<file path="src/rtl/fft_stage_ctrl_pkg.sv">
// Shared definitions for the radix-2 FFT sequencer.
// Default geometry and the controller state encoding.
package fft_pkg;

    localparam int N_LOG2_DEF     = 10;
    localparam int RD_LAT_DEF     = 1;
    localparam int BF_LATENCY_DEF = 3;

    typedef enum logic [1:0] {
        IDLE,
        RUN,
        DRAIN,
        DONE
    } state_t;

endpackage

</file>
<file path="src/rtl/fft_stage_ctrl_if.sv">
// Control bundle between the FFT sequencer and the datapath.
// The master side is the sequencer; the slave side is its user.
interface fft_stage_ctrl_if
    import fft_pkg::*;
#(
    parameter int N_LOG2  = N_LOG2_DEF,
    parameter int STAGE_W = $clog2(N_LOG2)
);
    logic                i_start;
    logic                o_busy;
    logic                o_done;
    logic [STAGE_W-1:0]  o_stage;
    logic                o_rd_en;
    logic [N_LOG2-1:0]   o_rd_addr_a;
    logic [N_LOG2-1:0]   o_rd_addr_b;
    logic [N_LOG2-2:0]   o_tw_addr;
    logic                o_bf_start;
    logic                o_wr_en;
    logic [N_LOG2-1:0]   o_wr_addr_a;
    logic [N_LOG2-1:0]   o_wr_addr_b;

    modport master (
        input  i_start,
        output o_busy, o_done, o_stage,
        output o_rd_en, o_rd_addr_a, o_rd_addr_b, o_tw_addr,
        output o_bf_start, o_wr_en, o_wr_addr_a, o_wr_addr_b
    );

    modport slave (
        output i_start,
        input  o_busy, o_done, o_stage,
        input  o_rd_en, o_rd_addr_a, o_rd_addr_b, o_tw_addr,
        input  o_bf_start, o_wr_en, o_wr_addr_a, o_wr_addr_b
    );

endinterface

</file>
<file path="src/rtl/fft_stage_ctrl_addr_gen.sv">
// Butterfly address generator: (stage, index) -> RAM pair and twiddle.
// Purely combinational so an IFFT sequencer can share it.
module fft_addr_gen
    import fft_pkg::*;
#(
    parameter int N_LOG2  = N_LOG2_DEF,
    parameter int STAGE_W = $clog2(N_LOG2)
) (
    input  logic [STAGE_W-1:0] i_s,
    input  logic [N_LOG2-2:0]  i_k,
    output logic [N_LOG2-1:0]  o_addr_a,
    output logic [N_LOG2-1:0]  o_addr_b,
    output logic [N_LOG2-2:0]  o_tw_addr
);
    localparam logic [N_LOG2-1:0]  ONE    = N_LOG2'(1);
    localparam logic [STAGE_W-1:0] S_LAST = STAGE_W'(N_LOG2 - 1);

    logic [N_LOG2-1:0] w_k;
    logic [N_LOG2-1:0] w_half;
    logic [N_LOG2-1:0] w_pos;
    logic [N_LOG2-1:0] w_grp;
    logic [N_LOG2-1:0] w_a;

    // split k into group and in-group position, then spread the groups
    always_comb begin
        w_k       = {1'b0, i_k};
        w_half    = ONE << i_s;
        w_pos     = w_k & (w_half - ONE);
        w_grp     = w_k >> i_s;
        w_a       = ((w_grp << i_s) << 1) | w_pos;
        o_addr_a  = w_a;
        o_addr_b  = w_a | w_half;
        o_tw_addr = w_pos[N_LOG2-2:0] << (S_LAST - i_s);
    end

endmodule

</file>
<file path="src/rtl/fft_stage_ctrl.sv">
// In-place radix-2 DIT FFT sequencer: one butterfly per clock,
// with a pipeline drain between stages so reads never pass writes.
module fft_stage_ctrl
    import fft_pkg::*;
#(
    parameter int N_LOG2     = N_LOG2_DEF,
    parameter int RD_LAT     = RD_LAT_DEF,
    parameter int BF_LATENCY = BF_LATENCY_DEF,
    parameter int STAGE_W    = $clog2(N_LOG2)
) (
    input  logic              clk,
    input  logic              reset,
    fft_stage_ctrl_if.master  bus
);
    localparam int D   = RD_LAT + BF_LATENCY;
    localparam int K_W = N_LOG2 - 1;
    localparam int D_W = $clog2(D + 1);

    localparam logic [K_W-1:0]     K_LAST = '1;
    localparam logic [STAGE_W-1:0] S_LAST = STAGE_W'(N_LOG2 - 1);
    localparam logic [D_W-1:0]     D_LAST = D_W'(D - 1);

    state_t              r_state, w_state_nx;
    logic [K_W-1:0]      r_k, w_k_nx;
    logic [STAGE_W-1:0]  r_stage, w_stage_nx;
    logic [D_W-1:0]      r_dcnt, w_dcnt_nx;
    logic                w_rd_en_nx;

    logic [N_LOG2-1:0]   w_addr_a, w_addr_b;
    logic [N_LOG2-2:0]   w_tw_addr;

    logic                r_rd_en;
    logic [N_LOG2-1:0]   r_rd_addr_a, r_rd_addr_b;
    logic [N_LOG2-2:0]   r_tw_addr;

    logic                r_en_sr [D];
    logic [N_LOG2-1:0]   r_wa_sr [D];
    logic [N_LOG2-1:0]   r_wb_sr [D];

    // addresses are formed from next-cycle (stage, k) so they register
    fft_addr_gen #(
        .N_LOG2  (N_LOG2),
        .STAGE_W (STAGE_W)
    ) u_addr_gen (
        .i_s       (w_stage_nx),
        .i_k       (w_k_nx),
        .o_addr_a  (w_addr_a),
        .o_addr_b  (w_addr_b),
        .o_tw_addr (w_tw_addr)
    );

    // sequencer state, butterfly counter, stage and drain counter
    always_ff @(posedge clk) begin
        if (reset) begin
            r_state <= IDLE;
            r_k     <= '0;
            r_stage <= '0;
            r_dcnt  <= '0;
        end else begin
            r_state <= w_state_nx;
            r_k     <= w_k_nx;
            r_stage <= w_stage_nx;
            r_dcnt  <= w_dcnt_nx;
        end
    end

    // next-state logic; drain lasts exactly the read+butterfly latency
    always_comb begin
        w_state_nx = r_state;
        w_k_nx     = r_k;
        w_stage_nx = r_stage;
        w_dcnt_nx  = r_dcnt;
        w_rd_en_nx = 1'b0;
        unique case (r_state)
            IDLE: begin
                if (bus.i_start) begin
                    w_state_nx = RUN;
                    w_k_nx     = '0;
                    w_stage_nx = '0;
                    w_rd_en_nx = 1'b1;
                end
            end
            RUN: begin
                if (r_k == K_LAST) begin
                    w_state_nx = DRAIN;
                    w_dcnt_nx  = '0;
                end else begin
                    w_k_nx     = r_k + K_W'(1);
                    w_rd_en_nx = 1'b1;
                end
            end
            DRAIN: begin
                if (r_dcnt == D_LAST) begin
                    if (r_stage == S_LAST) begin
                        w_state_nx = DONE;
                    end else begin
                        w_state_nx = RUN;
                        w_stage_nx = r_stage + STAGE_W'(1);
                        w_k_nx     = '0;
                        w_rd_en_nx = 1'b1;
                    end
                end else begin
                    w_dcnt_nx = r_dcnt + D_W'(1);
                end
            end
            DONE: begin
                w_state_nx = IDLE;
            end
        endcase
    end

    // registered read port; addresses are zeroed while idle
    always_ff @(posedge clk) begin
        if (reset) begin
            r_rd_en     <= 1'b0;
            r_rd_addr_a <= '0;
            r_rd_addr_b <= '0;
            r_tw_addr   <= '0;
        end else begin
            r_rd_en     <= w_rd_en_nx;
            r_rd_addr_a <= w_rd_en_nx ? w_addr_a : '0;
            r_rd_addr_b <= w_rd_en_nx ? w_addr_b : '0;
            r_tw_addr   <= w_rd_en_nx ? w_tw_addr : '0;
        end
    end

    // strobe/address delay line feeding butterfly start and write-back
    always_ff @(posedge clk) begin
        if (reset) begin
            for (int i = 0; i < D; i++) begin
                r_en_sr[i] <= 1'b0;
                r_wa_sr[i] <= '0;
                r_wb_sr[i] <= '0;
            end
        end else begin
            r_en_sr[0] <= r_rd_en;
            r_wa_sr[0] <= r_rd_addr_a;
            r_wb_sr[0] <= r_rd_addr_b;
            for (int i = 1; i < D; i++) begin
                r_en_sr[i] <= r_en_sr[i-1];
                r_wa_sr[i] <= r_wa_sr[i-1];
                r_wb_sr[i] <= r_wb_sr[i-1];
            end
        end
    end

    assign bus.o_busy      = (r_state != IDLE);
    assign bus.o_done      = (r_state == DONE);
    assign bus.o_stage     = r_stage;
    assign bus.o_rd_en     = r_rd_en;
    assign bus.o_rd_addr_a = r_rd_addr_a;
    assign bus.o_rd_addr_b = r_rd_addr_b;
    assign bus.o_tw_addr   = r_tw_addr;
    assign bus.o_bf_start  = r_en_sr[RD_LAT-1];
    assign bus.o_wr_en     = r_en_sr[D-1];
    assign bus.o_wr_addr_a = r_wa_sr[D-1];
    assign bus.o_wr_addr_b = r_wb_sr[D-1];

endmodule

</file>
<file path="src/flat_wrapper.sv">
// flat-port wrapper written by rule: the top's interface ports become plain ports
module fft_stage_ctrl_flat import fft_pkg::*;
#(
    parameter int N_LOG2     = N_LOG2_DEF,
    parameter int RD_LAT     = RD_LAT_DEF,
    parameter int BF_LATENCY = BF_LATENCY_DEF,
    parameter int STAGE_W    = $clog2(N_LOG2)
)
  (clk, reset, bus_i_start, bus_o_busy, bus_o_done, bus_o_stage, bus_o_rd_en, bus_o_rd_addr_a, bus_o_rd_addr_b, bus_o_tw_addr, bus_o_bf_start, bus_o_wr_en, bus_o_wr_addr_a, bus_o_wr_addr_b);
  fft_stage_ctrl_if #(.N_LOG2(N_LOG2), .STAGE_W(STAGE_W)) bus_i ();
  input  logic clk;
  input  logic reset;
  input wire logic [$bits(bus_i.i_start)-1:0] bus_i_start;
  output wire logic [$bits(bus_i.o_busy)-1:0] bus_o_busy;
  output wire logic [$bits(bus_i.o_done)-1:0] bus_o_done;
  output wire logic [$bits(bus_i.o_stage)-1:0] bus_o_stage;
  output wire logic [$bits(bus_i.o_rd_en)-1:0] bus_o_rd_en;
  output wire logic [$bits(bus_i.o_rd_addr_a)-1:0] bus_o_rd_addr_a;
  output wire logic [$bits(bus_i.o_rd_addr_b)-1:0] bus_o_rd_addr_b;
  output wire logic [$bits(bus_i.o_tw_addr)-1:0] bus_o_tw_addr;
  output wire logic [$bits(bus_i.o_bf_start)-1:0] bus_o_bf_start;
  output wire logic [$bits(bus_i.o_wr_en)-1:0] bus_o_wr_en;
  output wire logic [$bits(bus_i.o_wr_addr_a)-1:0] bus_o_wr_addr_a;
  output wire logic [$bits(bus_i.o_wr_addr_b)-1:0] bus_o_wr_addr_b;
  assign bus_i.i_start = bus_i_start;
  assign bus_o_busy = bus_i.o_busy;
  assign bus_o_done = bus_i.o_done;
  assign bus_o_stage = bus_i.o_stage;
  assign bus_o_rd_en = bus_i.o_rd_en;
  assign bus_o_rd_addr_a = bus_i.o_rd_addr_a;
  assign bus_o_rd_addr_b = bus_i.o_rd_addr_b;
  assign bus_o_tw_addr = bus_i.o_tw_addr;
  assign bus_o_bf_start = bus_i.o_bf_start;
  assign bus_o_wr_en = bus_i.o_wr_en;
  assign bus_o_wr_addr_a = bus_i.o_wr_addr_a;
  assign bus_o_wr_addr_b = bus_i.o_wr_addr_b;
  fft_stage_ctrl #(.N_LOG2(N_LOG2), .RD_LAT(RD_LAT), .BF_LATENCY(BF_LATENCY), .STAGE_W(STAGE_W)) u_core (.clk(clk), .reset(reset), .bus(bus_i));
endmodule
</file>
<file path="config.mk">
export PLATFORM = sky130hd
export DESIGN_NAME = fft_stage_ctrl_flat
export DESIGN_NICKNAME = d
export VERILOG_FILES = /design/src/rtl/fft_stage_ctrl_pkg.sv /design/src/rtl/fft_stage_ctrl_if.sv /design/src/rtl/fft_stage_ctrl_addr_gen.sv /design/src/rtl/fft_stage_ctrl.sv /design/src/flat_wrapper.sv
export SDC_FILE = /design/constraint.sdc
export NUM_CORES = 1
export LEC_CHECK = 0
export CAP_MARGIN = 40
export CORE_MARGIN = 5
export CORE_UTILIZATION = 45
export DETAILED_ROUTE_END_ITERATION = 6
export PLACE_DENSITY = 0.66
export SLEW_MARGIN = 20
export SYNTH_ARGS = -nofsm -noshare
export SYNTH_HDL_FRONTEND = slang
export SYNTH_HIERARCHICAL = 1
export SYNTH_SLANG_ARGS = --single-unit
</file>
<file path="constraint.sdc">
create_clock -name clk -period 5 [get_ports clk]
set_clock_uncertainty 0.2 [all_clocks]
set_input_delay 0.5 -clock clk [delete_from_list [all_inputs] [get_ports clk]]
set_output_delay 0.5 -clock clk [all_outputs]
set_load 0.01 [all_outputs]
</file>
Yosys cells after proc, flatten, opt, wreduce, memory -nomap -nowiden:

Memory sizes are Yosys's and may differ from the RTL's.
Index checks and enable logic that the tools add are counted.
Widths: inputs -> output; s select.

* memories kept: 3
* word-level logic and storage cells: 89
* RAM bits: 84
* input port bits: 3
* bits in registers: 48
* output and inout bits: 58

Memory list
* u_core.r_wa_sr: words 4, bits a word 10, read ports 4, clocked after Yosys merged registers in 0, wr ports 4, RTL line fft_stage_ctrl.sv:37 `logic [N_LOG2-1:0] r_wa_sr [D];`
* u_core.r_wb_sr: words 4, bits a word 10, read ports 4, clocked after Yosys merged registers in 0, wr ports 4, RTL line fft_stage_ctrl.sv:38 `logic [N_LOG2-1:0] r_wb_sr [D];`
* u_core.r_en_sr: words 4, bits a word 1, read ports 4, clocked after Yosys merged registers in 0, wr ports 4, RTL line fft_stage_ctrl.sv:36 `logic r_en_sr [D];`

* reduce and logical (&&, ||, !) cells: 6
* $add $sub $neg: 5
* bitwise operators: 16
* mux-type cells: 37
* eq/ne operators: 10
* shifts and indexed selects: 4

Operator list (number)
* $mux 10: 8
* $mux 9: 4
* $pmux 9 s3: 1
* $or 10x10->10: 2
* $mux 4: 3
* $or 1x1->1: 12
* $mux 1: 11
* $and 9x10->10: 1
* $shl 1x4->10 const A: 1
* $shl 10x4->9: 1
* $shr 9x4->10: 1
* $sub 10x1->10 const B: 1
* $add 9x1->9 const B: 1
* $eq 9x9->1 const B: 1
* $shl 9x4->9: 1
* $mux 2: 4
* $pmux 2 s4: 1
* $pmux 4 s2: 1
* $mux 3: 2
* $pmux 3 s2: 1
* $reduce_and 3->1: 2
* $add 4x1->4 const B: 1
* $eq 2x2->1 const B: 2
* $eq 4x4->1 const B: 1
* other kinds (11): 14

Longest topological paths before layout:

Gate-level depths: netlist (run 1).

* word-level depth: 9
* mapped depth: 19
* mapped depth without buffers: 16

By module:

Netlist (run 1), hierarchy kept.

By module, submodules not included
* fft_stage_ctrl: seq. area each 2642.5 um2, instances 1, cells each 383, area each 4197.8 um2
* fft_addr_gen: seq. area each 0.0 um2, instances 1, cells each 186, area each 1366.3 um2

Worst setup path after synthesis (run 1):

No wires, ideal clock.

* kind: reg2reg
* from: reg u_core.r_dcnt[0]
* to: reg u_core.r_tw_addr[5], in the netlist u_core/bus.o_tw_addr[5]
* arrival time: 3.424 ns
* setup time: 0.059 ns
* setup slack: 1.317 ns
* clock period less this slack: 3.683 ns
* stages on the path, launching flop included: 17
* buffers on the path: 1
* cell sequence: dfxtp_1 > ha_1 > ha_1 > buf_2 > nand4_1 > mux2_2 > a22o_1 > or3_1 > nor2_1 > inv_1 > ha_1 > inv_1 > mux2_2 > a2111oi_2 > a31oi_1 > a21oi_1 > and2_1

* word-level cells in the longest chain between the ends: 7
* elaborated cells on any way between the ends: 14
* classes of those cells: 2 x add/sub; 1 x eq/ne; 2 x shift; 6 x mux; 2 x bitwise; 1 x reduce/logical

Ends and longest elaborated chain
* from (decl): RTL line fft_stage_ctrl.sv:26 `logic [D_W-1:0] r_dcnt, w_dcnt_nx;`
* from (signal assigned): RTL line fft_stage_ctrl.sv:63 `r_dcnt <= w_dcnt_nx;`
* $eq 3x2->1 *: RTL line fft_stage_ctrl.sv:93 `if (r_dcnt == D_LAST) begin`
* $mux 4 *: RTL line fft_stage_ctrl.sv:93
* $pmux 4 s2 *: RTL line fft_stage_ctrl.sv:74 `unique case (r_state)`
* via u_core.w_stage_nx[3]: RTL line fft_stage_ctrl.sv:25 `logic [STAGE_W-1:0] r_stage, w_stage_nx;`
* $shl 1x4->10: RTL line fft_stage_ctrl_addr_gen.sv:27 `w_half = ONE << i_s;`
* $sub 10x1->10: RTL line fft_stage_ctrl_addr_gen.sv:28 `w_pos = w_k & (w_half - ONE);`
* $and 9x10->10: RTL line fft_stage_ctrl_addr_gen.sv:28
* $shl 9x4->9 *: RTL line fft_stage_ctrl_addr_gen.sv:33 `o_tw_addr = w_pos[N_LOG2-2:0] << (S_LAST - i_s);`
* via u_core.w_tw_addr[5]: RTL line fft_stage_ctrl.sv:30 `logic [N_LOG2-2:0] w_tw_addr;`
* to (signal assigned): RTL line fft_stage_ctrl.sv:123 `r_tw_addr <= w_rd_en_nx ? w_tw_addr : '0;`
* to (decl): RTL line fft_stage_ctrl.sv:34 `logic [N_LOG2-2:0] r_tw_addr;`

Mark *: on every way through the listed nets, which the timed path passes. The rest lies on a longest branch.
A chain may end at the register's enable or synchronous reset.

Final worst setup path (run 1):

Same ends and word-level chain as after synthesis.

==> metrics.txt, run 1 <==
clk root buf=clkbuf_16; row cnt=40; WP data required=5.15 ns; Synth Register Bits=between 100 and 150; CP max stage cell=or3_1; Syn Inst Count=between 500 and 600; Worst R2R Start=u_core/r_dcnt[0]; final RePlAce weighted congestion=0.946; crit-path cells=ha_1 > ha_1 > nand4_1 > mux2_2 > a22o_1 > or3_1 > nor2_1 > inv_1 > ha_1 > inv_1 > mux2_2 > a2111oi_2 > a31oi_1 > a21oi_1 > and2_1; Reg area=2640 um^2; fin. max-slew vios=0; final hold violation count=0; post-route clock period utilization=approximately 86%; Die H=about 120 um; Synth warnings=6; Slew @ Worst Pin=roughly 0.75 ns; core region area=~12000 um^2; post-cts gate resize count=0; post-DR vias/cell=5.14; Routed WL=roughly 12000 um; Post-CTS Repair Setup Buffers=0; Slew headroom=between 50% and 60%; f_max=roughly 230 MHz; critical hold path startpoint=u_core/r_wa_sr[2][4]; async set-reset flop share out of synthesis=0%; Post-synth EDFFs=0; global-route wire length before repair=roughly 19000 um; Critical Path Max Stage Delay=~0.43 ns; arrival time worst endpoint=about 4.5 ns; Fin Hold WS=about 0.23 ns; CTS Buffer Depth=2; critical path type=register to register; ANT nets after route=0; PortBufs=60; max-cap violations=0; syn_area_per_cell=a little under 10 um^2; Crit Path Max Fanout=15; # diodes=0; Synth Flop Type=dfxtp_1; Multi-input gate area=approximately 2600 um^2; DRT iter0 DRCs=roughly 400; CTS Buf Count=17; WHS Path Cells=1; drt drc=0; Mapped Area=5560 um^2; Synth Net Count=approximately 580; Fin Setup TNS=0 ns; post-detailed-route wirelength per cell=roughly 15 um; clock sink count=about 130; count of different cell masters after synthesis=89; final setup violation count=0; die area=approximately 15000 um^2; grt ovf=0; RSZ-0062 raised after global routing=false; post-synthesis to final-layout area growth=22.0%; cts hold-fix bufs=0; run status=finished clean; largest net degree at the start of global routing=around 80; Die X=121 um; dpl hpwl=around 8200 um; Fillers=roughly 1000; VDD IR max=between 0.15 and 0.2 mV; Pwr Density=351 nW/um^2; CTS tree=yes; vias in the first global route=between 3000 and 4000; FF-to-FF path depth=15; Final min period=roughly 4.3 ns; initial antenna violation count=0; Leakage=2.57 nW; # IOs=61; pre-CTS setup slack=a little under 0.7 ns; Final WS setup=between 0.6 and 0.7 ns; Critical Path Most Common Cell=ha_1; Pre-antenna DRT Iters=5; share of layout cells above drive strength 1=between 10% and 20%; Clock transition at path regs=around 0.060 ns; clock insertion delay at the later pin of the skew report=0.40 ns; HP Class=register to register; CP startpoint=u_core/r_dcnt[0]; sequential fraction of the synthesis area=a little under half; Vias=4120; Initial Utilization=a little under half; GRT Total Usage=about 16%; crit start category=register; Worst setup EP type=register; Final nets=between 600 and 700; H-tree depth=4
[metrics by stage]
| step | std cells | utilization, % | cell area (um^2) | power (mW) |
|---|---|---|---|---|
| 2_1_floorplan | 569 | - | 5560 | 1.18 |
| 3_5_place_dp | 769 | 51.3 | 6190 | 1.21 |
| 4_1_cts | 801 | 56.2 | 6780 | 2.41 |
| 3_3_place_gp | 768 | 51.1 | 6160 | 1.21 |
| 5_1_grt | 802 | 56.3 | 6790 | 2.48 |
| 6_report | 802 | 56.3 | 6790 | 2.39 |
[final cells by class]
| type | instances | share of cell area (%) |
|---|---|---|
| Multi-Input combinational cell | 389 | 38.5 |
| Clock buffer | 17 | 6.26 |
| Clock inverter | 15 | 2.41 |
| Sequential cell | 132 | 38.9 |
| Timing Repair Buffer | 68 | 10.0 |
| Inverter | 13 | 0.792 |
| Tap cell | 168 | 3.10 |
[critical path: cells and delay by family (launching register included)]
kind                     cells  cell delay, ns
AO/OA/AOI/OAI                4            0.85
flip-flops                   1            0.39
adder cells (fa/ha/maj)      3            0.90
multiplexers                 2            0.66
buffers and inverters        2            0.30
AND/OR/NAND/NOR              4            0.96
[synthesized netlist by cell type (7+ instances only)]
master | instances | area (um^2)
a21oi_1 | 24 | 120
a31oi_1 | 8 | 50.1
and2_1 | 31 | 194
buf_2 | 7 | 35.0
buf_6 | 10 | 113
clkbuf_1 | 12 | 45.0
dfxtp_1 | 132 | 2640
ha_1 | 7 | 87.6
inv_1 | 10 | 37.5
mux2i_1 | 8 | 80.1
nand2_1 | 35 | 131
nand2b_1 | 9 | 56.3
nand3_1 | 19 | 95.1
nor2_1 | 28 | 105
nor2b_1 | 91 | 569
nor3_1 | 8 | 40.0
o21ai_0 | 12 | 60.1
[routing by layer]
metal	vias up	wire [um]	global-route usage, %
met3	20	722	4.43
met5	-	0	0
met1	1872	5320	21.3
met2	160	5370	25.8
li1	2068	-	-
met4	0	256	6.58
[power by group]
| part | leakage [nW] | switching (mW) | total, mW | internal (mW) |
|---|---|---|---|---|
| sequential | 1.06 | 0.0113 | 1.07 | 1.06 |
| combinational | 1.22 | 0.0693 | 0.115 | 0.0456 |
| clock | 0.286 | 0.488 | 1.20 | 0.708 |
| total | 2.57 | 0.569 | 2.39 | 1.82 |
[flip-flops by register name, indices dropped and copies added (netlist names)]
name / cells
u_core/r_wb_sr: 40
u_core/bus.o_rd_addr_b: 10
u_core/r_wa_sr: 40
u_core/bus.o_rd_en: 1
u_core/bus.o_rd_addr_a: 10
u_core/bus.o_stage: 4
u_core/r_k: 9
u_core/r_dcnt: 3
u_core/r_en_sr: 4
u_core/bus.o_tw_addr: 9
u_core/r_state: 2
[worst paths after layout]
check,end,slack [ns]
worst max-delay path,u_core/bus.o_tw_addr[5],0.68
worst min-delay path,u_core/r_wa_sr[3][4],0.23
worst max register to register,u_core/bus.o_tw_addr[5],0.68
worst min register to register,u_core/r_wa_sr[3][4],0.23
[kinds of logic (layout without fill, tap and decap cells)]
logic type,after synthesis,after routing,synth area share [%]
AND/OR/NAND/NOR,260,260,27.3
flip-flops,132,132,47.5
AO/OA/AOI/OAI,105,105,14.5
buffers and inverters,48,113,5.78
multiplexers,14,14,2.86
adder cells (fa/ha/maj),7,7,1.57
XOR/XNOR,3,3,0.472
[placed cells by master, fill, tap and decap left out, types with 12 or more instances in the layout]
cell / netlist / layout
clkbuf_16: 0 / 17
clkdlybuf4s50_1: 0 / 59
nand3_1: 19 / 19
and2_1: 31 / 31
o21ai_0: 12 / 12
nor2b_1: 91 / 91
nand2_1: 35 / 35
a21oi_1: 24 / 24
nor2_1: 28 / 28
dfxtp_1: 132 / 132
Power figures use the tool's default switching activity.
==> run 2: changes to the inputs <==
CORE_UTILIZATION = 50   (was 45)
PLACE_DENSITY = 0.72   (was 0.66)
==> run 2 against run 1 <==
  * Register-to-register slack hardly changed
  * Die area down 9.2%
  * Routed wire length grew 2.5%
  * Critical endpoint unchanged
  * Power is 2.5% lower
==> metrics.txt, run 2 (synthesis gave the netlist of run 1 again) <==
f_max=231 MHz (about the same); Pre-antenna DRT Iters=5 (unchanged); # diodes=0 (unchanged); final RePlAce weighted congestion=0.931 (was 0.946); most frequent cells in the layout=132 x dfxtp_1, 91 x nor2b_1, 59 x clkdlybuf4s50_1, 35 x nand2_1, 31 x and2_1 (unchanged); DRT iter0 DRCs=333 (was 396); RSZ-0062 raised after global routing=false (unchanged); Die X=115 um (was 121 um); core region area=10900 um^2 (was 12100 um^2); post-cts gate resize count=0 (unchanged); leading registers by flop count=u_core/r_wa_sr x40, u_core/r_wb_sr x40 (unchanged); Crit Path Max Fanout=15 (unchanged); die area=13300 um^2 (was 14700 um^2); # IOs=61 (unchanged); vias in the first global route=3893 (was 3780); Leakage=2.54 nW (was 2.57 nW); Clock transition at path regs=0.06 ns (about the same); clock sink count=132 (unchanged); dpl hpwl=8220 um (was 8250 um); CTS Buffer Depth=2 (unchanged); critical hold path startpoint=reset (was u_core/r_wa_sr[2][4]); clock insertion delay at the later pin of the skew report=0.52 ns (was 0.40 ns); CTS Buf Count=17 (unchanged); final setup violation count=0 (unchanged); Slew headroom=48.0% (was 50.1%); critical path type=register to register (unchanged); post-detailed-route wirelength per cell=15.5 um (was 14.5 um); commonest non-fill, non-tap cell in the layout=dfxtp_1 (unchanged); Routed WL=12000 um (was 11700 um); Die H=115 um (was 121 um); drt drc=0 (unchanged); Worst setup EP type=register (unchanged); VDD IR max=0.219 mV (was 0.188 mV); HP Class=input pin to register (was register to register); share of layout cells above drive strength 1=11.5% (was 12.0%); run status=finished clean (unchanged); Final nets=630 (was 631); GRT Total Usage=19.0% (was 16.4%); WHS Path Cells=2 (was 1); worst reg2reg path endpoint=u_core/bus.o_tw_addr[5] (unchanged); R2R setup slack=0.67 ns (was 0.68 ns); Fin Setup TNS=0 ns (unchanged); Vias=4158 (was 4120); Worst R2R Start=u_core/r_dcnt[0] (unchanged); crit start category=register (unchanged); Final min period=4.33 ns (was 4.32 ns); Post-CTS Repair Setup Buffers=0 (unchanged); largest net degree at the start of global routing=85 (was 78); ANT nets after route=0 (unchanged); Initial Utilization=51.1% (was 46.1%); clk root buf=clkbuf_8 (was clkbuf_16); Slew @ Worst Pin=0.778 ns (was 0.746 ns); grt ovf=0 (unchanged); placement-stage cell area=6150 um^2 (was 6190 um^2); fin. max-slew vios=0 (unchanged); cts hold-fix bufs=0 (unchanged); Final Non-Filler Cells=773 (was 802); final hold violation count=0 (unchanged); hold path endpoint=u_core/r_dcnt[2] (was u_core/r_wa_sr[3][4]); initial antenna violation count=0 (unchanged); H-tree depth=4 (unchanged); final instance area=6710 um^2 (was 6790 um^2); global-route wire length before repair=19900 um (was 19200 um); WP data required=5.26 ns (was 5.15 ns); placed cells=740 (was 769); FF-to-FF path depth=14 (was 15); Pwr Density=347 nW/um^2 (was 351 nW/um^2); arrival time worst endpoint=4.59 ns (was 4.47 ns); post-synthesis to final-layout area growth=20.5% (was 22.0%); max-cap violations=0 (unchanged); row cnt=38 (was 40); post-route clock period utilization=86.6% (was 86.4%); PortBufs=60 (unchanged); total power draw=2.33 mW (was 2.39 mW); post-DR vias/cell=5.38 (was 5.14); CTS tree=yes (unchanged)
==> run 2: worst max-delay path, cell delays in order, from the launching register on <==
cell	delay, ns
dfxtp_1	0.39
ha_1	0.17
ha_1	0.38
nand4_1	0.16
mux2_2	0.29
a22o_1	0.26
nor3_1	0.56
nand2_1	0.17
ha_1	0.41
inv_1	0.23
mux2_2	0.36
a2111oi_2	0.35
a31oi_1	0.07
a21oi_1	0.13
and2_1	0.12
==> run 2: final cells by class <==
type / instances / area (um^2)
clock buffer: 19 / 422
clock inverter: 13 / 126
fill: 918 / 4180
timing repair buffer: 67 / 674
sequential: 132 / 2640
inverter: 13 / 53.8
multi-input combinational: 389 / 2610
tap: 140 / 175
==> run 2: stage by stage <==
step	utilization (%)	hold slack, ns	setup slack, ns
final	61.6	0.142	0.670
after global routing	61.6	0.120	0.374
after floorplan	-	0.214	1.32
after detailed placement	56.5	0.220	0.612
after global placement	56.2	0.216	0.764
after CTS	61.5	0.107	0.725
==> run 2: per-layer routing <==
layer | global-route usage (%) | part of all wire (%) | wire, um
met1 | 25.1 | 45 | 5330
met2 | 29.2 | 47 | 5640
met3 | 5.43 | 5.9 | 707
met4 | 7.90 | 2.4 | 283
met5 | 0 | 0 | 0
==> run 2: power breakdown <==
group / internal (mW) / switching, mW / leakage [nW]
sequential: 1.06 / 0.0116 / 1.06
clock: 0.666 / 0.471 / 0.261
combinational: 0.0451 / 0.0686 / 1.22
total: 1.77 / 0.551 / 2.54
==> run 2: how the worst max path moves through the flow <==
| stage | start | endpoint | slack, ns |
|---|---|---|---|
| after floorplan | u_core/r_dcnt[0] | u_core/bus.o_tw_addr[5] | 1.32 |
| after global routing | u_core/r_dcnt[0] | u_core/bus.o_tw_addr[5] | 0.37 |
| after CTS | u_core/r_dcnt[0] | u_core/bus.o_tw_addr[5] | 0.72 |
| final | u_core/r_dcnt[0] | u_core/bus.o_tw_addr[5] | 0.67 |
| after global placement | bus_i_start | u_core/bus.o_tw_addr[5] | 0.76 |
| after detailed placement | bus_i_start | u_core/bus.o_tw_addr[5] | 0.61 |
